===== src/rtl/lights_out_button_conditioner.sv =====
// Button front end for the 3x3 lights-out core: sync, debounce, press arbitration.
// Optional move counter enabled by defining LIGHTS_OUT_MOVE_COUNT_EN.
module lights_out_button_conditioner #(
  parameter int N_BUTTONS       = 9,
  parameter int SYNC_STAGES     = 2,
  parameter int DEBOUNCE_CYCLES = 1000
) (
  input  logic                 clk,
  input  logic                 rst,
  input  logic                 enable,
  input  logic [N_BUTTONS-1:0] btn_raw,
  output logic [N_BUTTONS-1:0] press_onehot,
  output logic                 press_valid,
  output logic [N_BUTTONS-1:0] btn_stable,
`ifdef LIGHTS_OUT_MOVE_COUNT_EN
  input  logic                 clear_moves,
  output logic [7:0]           move_count,
`endif
  output logic                 busy
);

  localparam int CW = $clog2(DEBOUNCE_CYCLES + 1);
  localparam logic [CW-1:0] CNT_MAX = CW'(DEBOUNCE_CYCLES - 1);

  typedef enum logic {
    IDLE,
    WAIT_RELEASE
  } state_e;

  logic [N_BUTTONS-1:0] sync_q [SYNC_STAGES];
  logic [N_BUTTONS-1:0] sync;
  logic [CW-1:0]        cnt_q [N_BUTTONS];
  logic [CW-1:0]        cnt_d [N_BUTTONS];
  logic [N_BUTTONS-1:0] stable_q;
  logic [N_BUTTONS-1:0] stable_d;
  logic [N_BUTTONS-1:0] press_q;
  logic                 valid_q;
  logic                 onehot;
  state_e               state_q;

  always_ff @(posedge clk or posedge rst) begin
    if (rst) begin
      for (int k = 0; k < SYNC_STAGES; k++) begin
        sync_q[k] <= '0;
      end
    end else begin
      sync_q[0] <= btn_raw;
      for (int k = 1; k < SYNC_STAGES; k++) begin
        sync_q[k] <= sync_q[k-1];
      end
    end
  end

  assign sync = sync_q[SYNC_STAGES-1];

  // Flip only after DEBOUNCE_CYCLES consecutive mismatching samples.
  always_comb begin
    stable_d = stable_q;
    for (int i = 0; i < N_BUTTONS; i++) begin
      cnt_d[i] = '0;
      if (sync[i] != stable_q[i]) begin
        if (cnt_q[i] == CNT_MAX) begin
          stable_d[i] = ~stable_q[i];
        end else begin
          cnt_d[i] = cnt_q[i] + CW'(1);
        end
      end
    end
  end

  always_ff @(posedge clk or posedge rst) begin
    if (rst) begin
      stable_q <= '0;
      for (int i = 0; i < N_BUTTONS; i++) begin
        cnt_q[i] <= '0;
      end
    end else begin
      stable_q <= stable_d;
      for (int i = 0; i < N_BUTTONS; i++) begin
        cnt_q[i] <= cnt_d[i];
      end
    end
  end

  assign onehot = (stable_q != '0) &&
                  ((stable_q & (stable_q - N_BUTTONS'(1))) == '0);

  // Any non-zero level seen from IDLE arms WAIT_RELEASE; only one-hot fires.
  always_ff @(posedge clk or posedge rst) begin
    if (rst) begin
      state_q <= IDLE;
      press_q <= '0;
      valid_q <= 1'b0;
    end else if (!enable) begin
      state_q <= WAIT_RELEASE;
      press_q <= '0;
      valid_q <= 1'b0;
    end else begin
      press_q <= '0;
      valid_q <= 1'b0;
      unique case (state_q)
        IDLE: begin
          if (stable_q != '0) begin
            state_q <= WAIT_RELEASE;
            if (onehot) begin
              press_q <= stable_q;
              valid_q <= 1'b1;
            end
          end
        end
        WAIT_RELEASE: begin
          if (stable_q == '0) begin
            state_q <= IDLE;
          end
        end
        default: state_q <= IDLE;
      endcase
    end
  end

  assign press_onehot = press_q;
  assign press_valid  = valid_q;
  assign btn_stable   = stable_q;
  assign busy         = (state_q == WAIT_RELEASE);

`ifdef LIGHTS_OUT_MOVE_COUNT_EN
  logic [7:0] moves_q;

  always_ff @(posedge clk or posedge rst) begin
    if (rst) begin
      moves_q <= '0;
    end else if (clear_moves) begin
      moves_q <= '0;
    end else if (valid_q && moves_q != 8'hFF) begin
      moves_q <= moves_q + 8'd1;
    end
  end

  assign move_count = moves_q;
`endif

endmodule


===== config.mk =====
export PLATFORM = sky130hd
export DESIGN_NAME = lights_out_button_conditioner
export DESIGN_NICKNAME = d
export VERILOG_FILES = /design/src/rtl/lights_out_button_conditioner.sv
export SDC_FILE = /design/constraint.sdc
export NUM_CORES = 1
export LEC_CHECK = 0
export CAP_MARGIN = 30
export CELL_PAD_IN_SITES_DETAIL_PLACEMENT = 0
export CELL_PAD_IN_SITES_GLOBAL_PLACEMENT = 2
export CORE_UTILIZATION = 40
export DETAILED_ROUTE_END_ITERATION = 12
export GPL_ROUTABILITY_DRIVEN = 1
export PLACE_DENSITY_LB_ADDON = 0.15
export SLEW_MARGIN = 20
export SYNTH_ARGS = -nofsm -noshare
export SYNTH_HDL_FRONTEND = slang
export SYNTH_SLANG_ARGS = --single-unit

===== constraint.sdc =====
create_clock -name clk -period 4.7 [get_ports clk]
set_input_delay 0.94 -clock clk [delete_from_list [all_inputs] [get_ports clk]]
set_output_delay 0.94 -clock clk [all_outputs]
set_load 0.02 [all_outputs]

==> reports/metrics.yaml <==
floorplanning:
  initial_utilization: 0.415
  die_w_um: 120
  die_h_um: 120
  ios: 32
  core_area_sq_um: 13300
  die_area_sq_um: 14300
  num_rows: 42
worst_setup_path:
  crit_chain: "clkdlybuf4s50_1"
  cpLargestDelayFamily: "buffers and inverters"
  setup.worst_path.end_class: "primary output"
  crit_type: "register to primary output"
  crit_path_max_incr_delay_ps: 690
  critPathBufInv: 1
  crit_slowest_cell: "clkdlybuf4s50_1"
  cp.required_ps: 3760
  startpoint: "btn_stable[8]"
  crit_fanout: 11
  critical_path_arrival_ps: 1670
  r2r_start: "btn_stable[3]"
  critPathLaunchType: "register"
flow_run:
  maxCapViolations: 0
routing:
  wl_per_cell_um: 13.3
  remaining_drc_errors: 0
  vias_per_cell: 4.81
  drtPass1Iterations: 4
  drt-total-wl_um: 9790
  ant_nets: 0
  vias: 3533
  dr.first_iter.drc_count: 175
timing:
  tightest_slew_ps: 423
  fin_skew_ps: 8.20
  fin_crit_sh: 0.556
  setup_tns_ps: 0
  final-max-slew-violation-count: 0
  slew_headroom: 0.716
  hold_viol: 0
  fmax_mhz: 383
  finalSetupViolations: 0
  rsz0062_at_grt: "no"
  layout_setup_ws_ps: 2090
  min_period_ps: 2610
global_route:
  grt-ovfl-total: 0
  grt_pass1_vias: 3572
  globalRouteTotalUtil: 0.154
  grt_max_degree: 70
  antenna_found_initial: 0
  grt_pass1_wl_um: 17000
yosys:
  yosysUniqueCellTypes: 29
  netlist_area_sq_um: 5530
  ys_seq_area_frac: 0.579
  ys_top_cells_by_count: "128 x dfrtp_1, 91 x nor2_1, 47 x xnor2_1"
  yosys.area.top_type: "dfrtp_1"
  yosys_warnings: 0
  synth-seq-cells: 128
  synthTopCellsByArea: "dfrtp_1 58%, xnor2_1 7.4%, nor2_1 6.2%"
  synth_edf_count: 0
  netlist_instances: 494
  synthFlopType: "dfrtp_1"
  yosysTopAreaCellShare: 0.579
  synth_most_common_cell: "dfrtp_1"
  synth_nets: 515
  async_flop_share: 1.00
  syn_area_per_cell_sq_um: 11.2
clock_network:
  holdBufCountCts: 0
  ctsResizeCount: 0
  clk_path_buf_depth: 2
  cts.sinks: 128
  clk_pin_slew_worst_paths_ps: 50
  clk_latency_ps: 410
  cts_root_buffer: "clkbuf_16"
  cts_made_buffers: 17
  post_cts_buffers: 0
  htreeDepth: 4
  cts_tree: "yes"
pwr:
  power.density_nw_per_um2: 379
  power_mw: 2.55
  ir_worst_vdd_uv: 320
  p_leak_nw: 2.88
cells_and_area:
  final_core_util: 0.503
  num_antenna_cells: 0
  n_fill_cell: 1222
  area_delta_synth_final_pct: 21.3
  nNetsFinal: 566
  drive_above_1_share: 0.122
placement:
  numPortBuffers: 31
  post-place-ws_ps: 2100
  gp_congestion: 0.757
  hpwl_um: 6640
min_path:
  min_from: "sync_q[14]"
  hp-class: "register to register"
run_status:
  outcome: "finished, final reports clean"
==> metal layers <==
metal  vias to the layer above  GRT usage  routed length [um]
met5                         -          0                   0
met4                         0     0.0586                 112
met3                        11     0.0589                 422
met2                        38      0.237                4540
met1                      1715      0.196                4710
li1                       1769          -                   -
==> report_power, final <==
part	leakage [nW]	switching, mW	total [mW]	internal (mW)
logic	0.866	0.0522	0.0879	0.0357
clock network	0.294	0.464	1.31	0.845
registers	1.72	0.0184	1.15	1.13
total	2.88	0.535	2.55	2.01
==> flip-flops by register name, indices dropped and copies added (netlist names) <==
signal and count:
btn_stable 9, busy 1, cnt_q 90, press_onehot 9, press_valid 1, sync 9
sync_q 9
==> logic make-up (layout without fill, tap and decap cells) <==
group | after synthesis | count (layout) | share of synthesized area
compound gates | 4 | 4 | 0.00610
xor+xnor | 82 | 82 | 0.130
fa+ha+maj | 10 | 10 | 0.0224
buf+inv | 5 | 69 | 0.00339
flops | 128 | 128 | 0.579
mux | 10 | 10 | 0.0262
simple gates | 255 | 255 | 0.233
==> worst paths after layout <==
| check | slack (ps) | to | cells after the start |
|---|---|---|---|
| worst min register to register | 350 | sync[5] | 0 |
| worst max register to register | 2930 | press_valid | 4 |
| worst max-delay path | 2090 | btn_stable[8] | 1 |
| worst min-delay path | 350 | sync[5] | 0 |
| min in group asynchronous | 840 | cnt_q[41] | 2 |
| max in group asynchronous | 2960 | btn_stable[1] | 4 |
==> cells in the final DEF (no fill, tap or decap), types with 3 or more instances in the layout <==
cell | synthesis | routed
dfrtp_1 | 128 | 128
nor2_1 | 91 | 91
xnor2_1 | 47 | 47
nand2_1 | 39 | 39
xor2_1 | 35 | 35
clkdlybuf4s50_1 | 0 | 31
nor3_1 | 29 | 29
nand3_1 | 22 | 22
nand4_1 | 17 | 17
clkbuf_16 | 0 | 17
nand2b_1 | 10 | 10
and2_1 | 10 | 10
or4_4 | 9 | 9
mux2_4 | 9 | 9
ha_1 | 9 | 9
nand2_2 | 6 | 6
and3_2 | 5 | 5
clkbuf_8 | 0 | 5
clkinv_2 | 0 | 5
and3_1 | 4 | 4
inv_1 | 4 | 3
or3_1 | 3 | 3
nor4b_1 | 3 | 3
nor4bb_1 | 3 | 3
clkinvlp_4 | 0 | 3
==> through the flow <==
step,hold WS (ps),std cells,area (sq um)
after floorplan,331,494,5530
after global placement,333,701,6080
after detailed placement,335,701,6080
after CTS,347,733,6690
after global routing,353,734,6710
final,345,734,6710
==> final cells by class <==
class	count	area [sq um]	share of cell area
sequential	128	3200	0.477
multi-input combinational	361	2310	0.344
clock buffer	22	494	0.0736
timing repair buffer	33	358	0.0533
tap	176	220	0.0328
clock inverter	10	108	0.0160
inverter	4	17.5	0.00261
No activity file was read; power rests on OpenSTA's default activity.
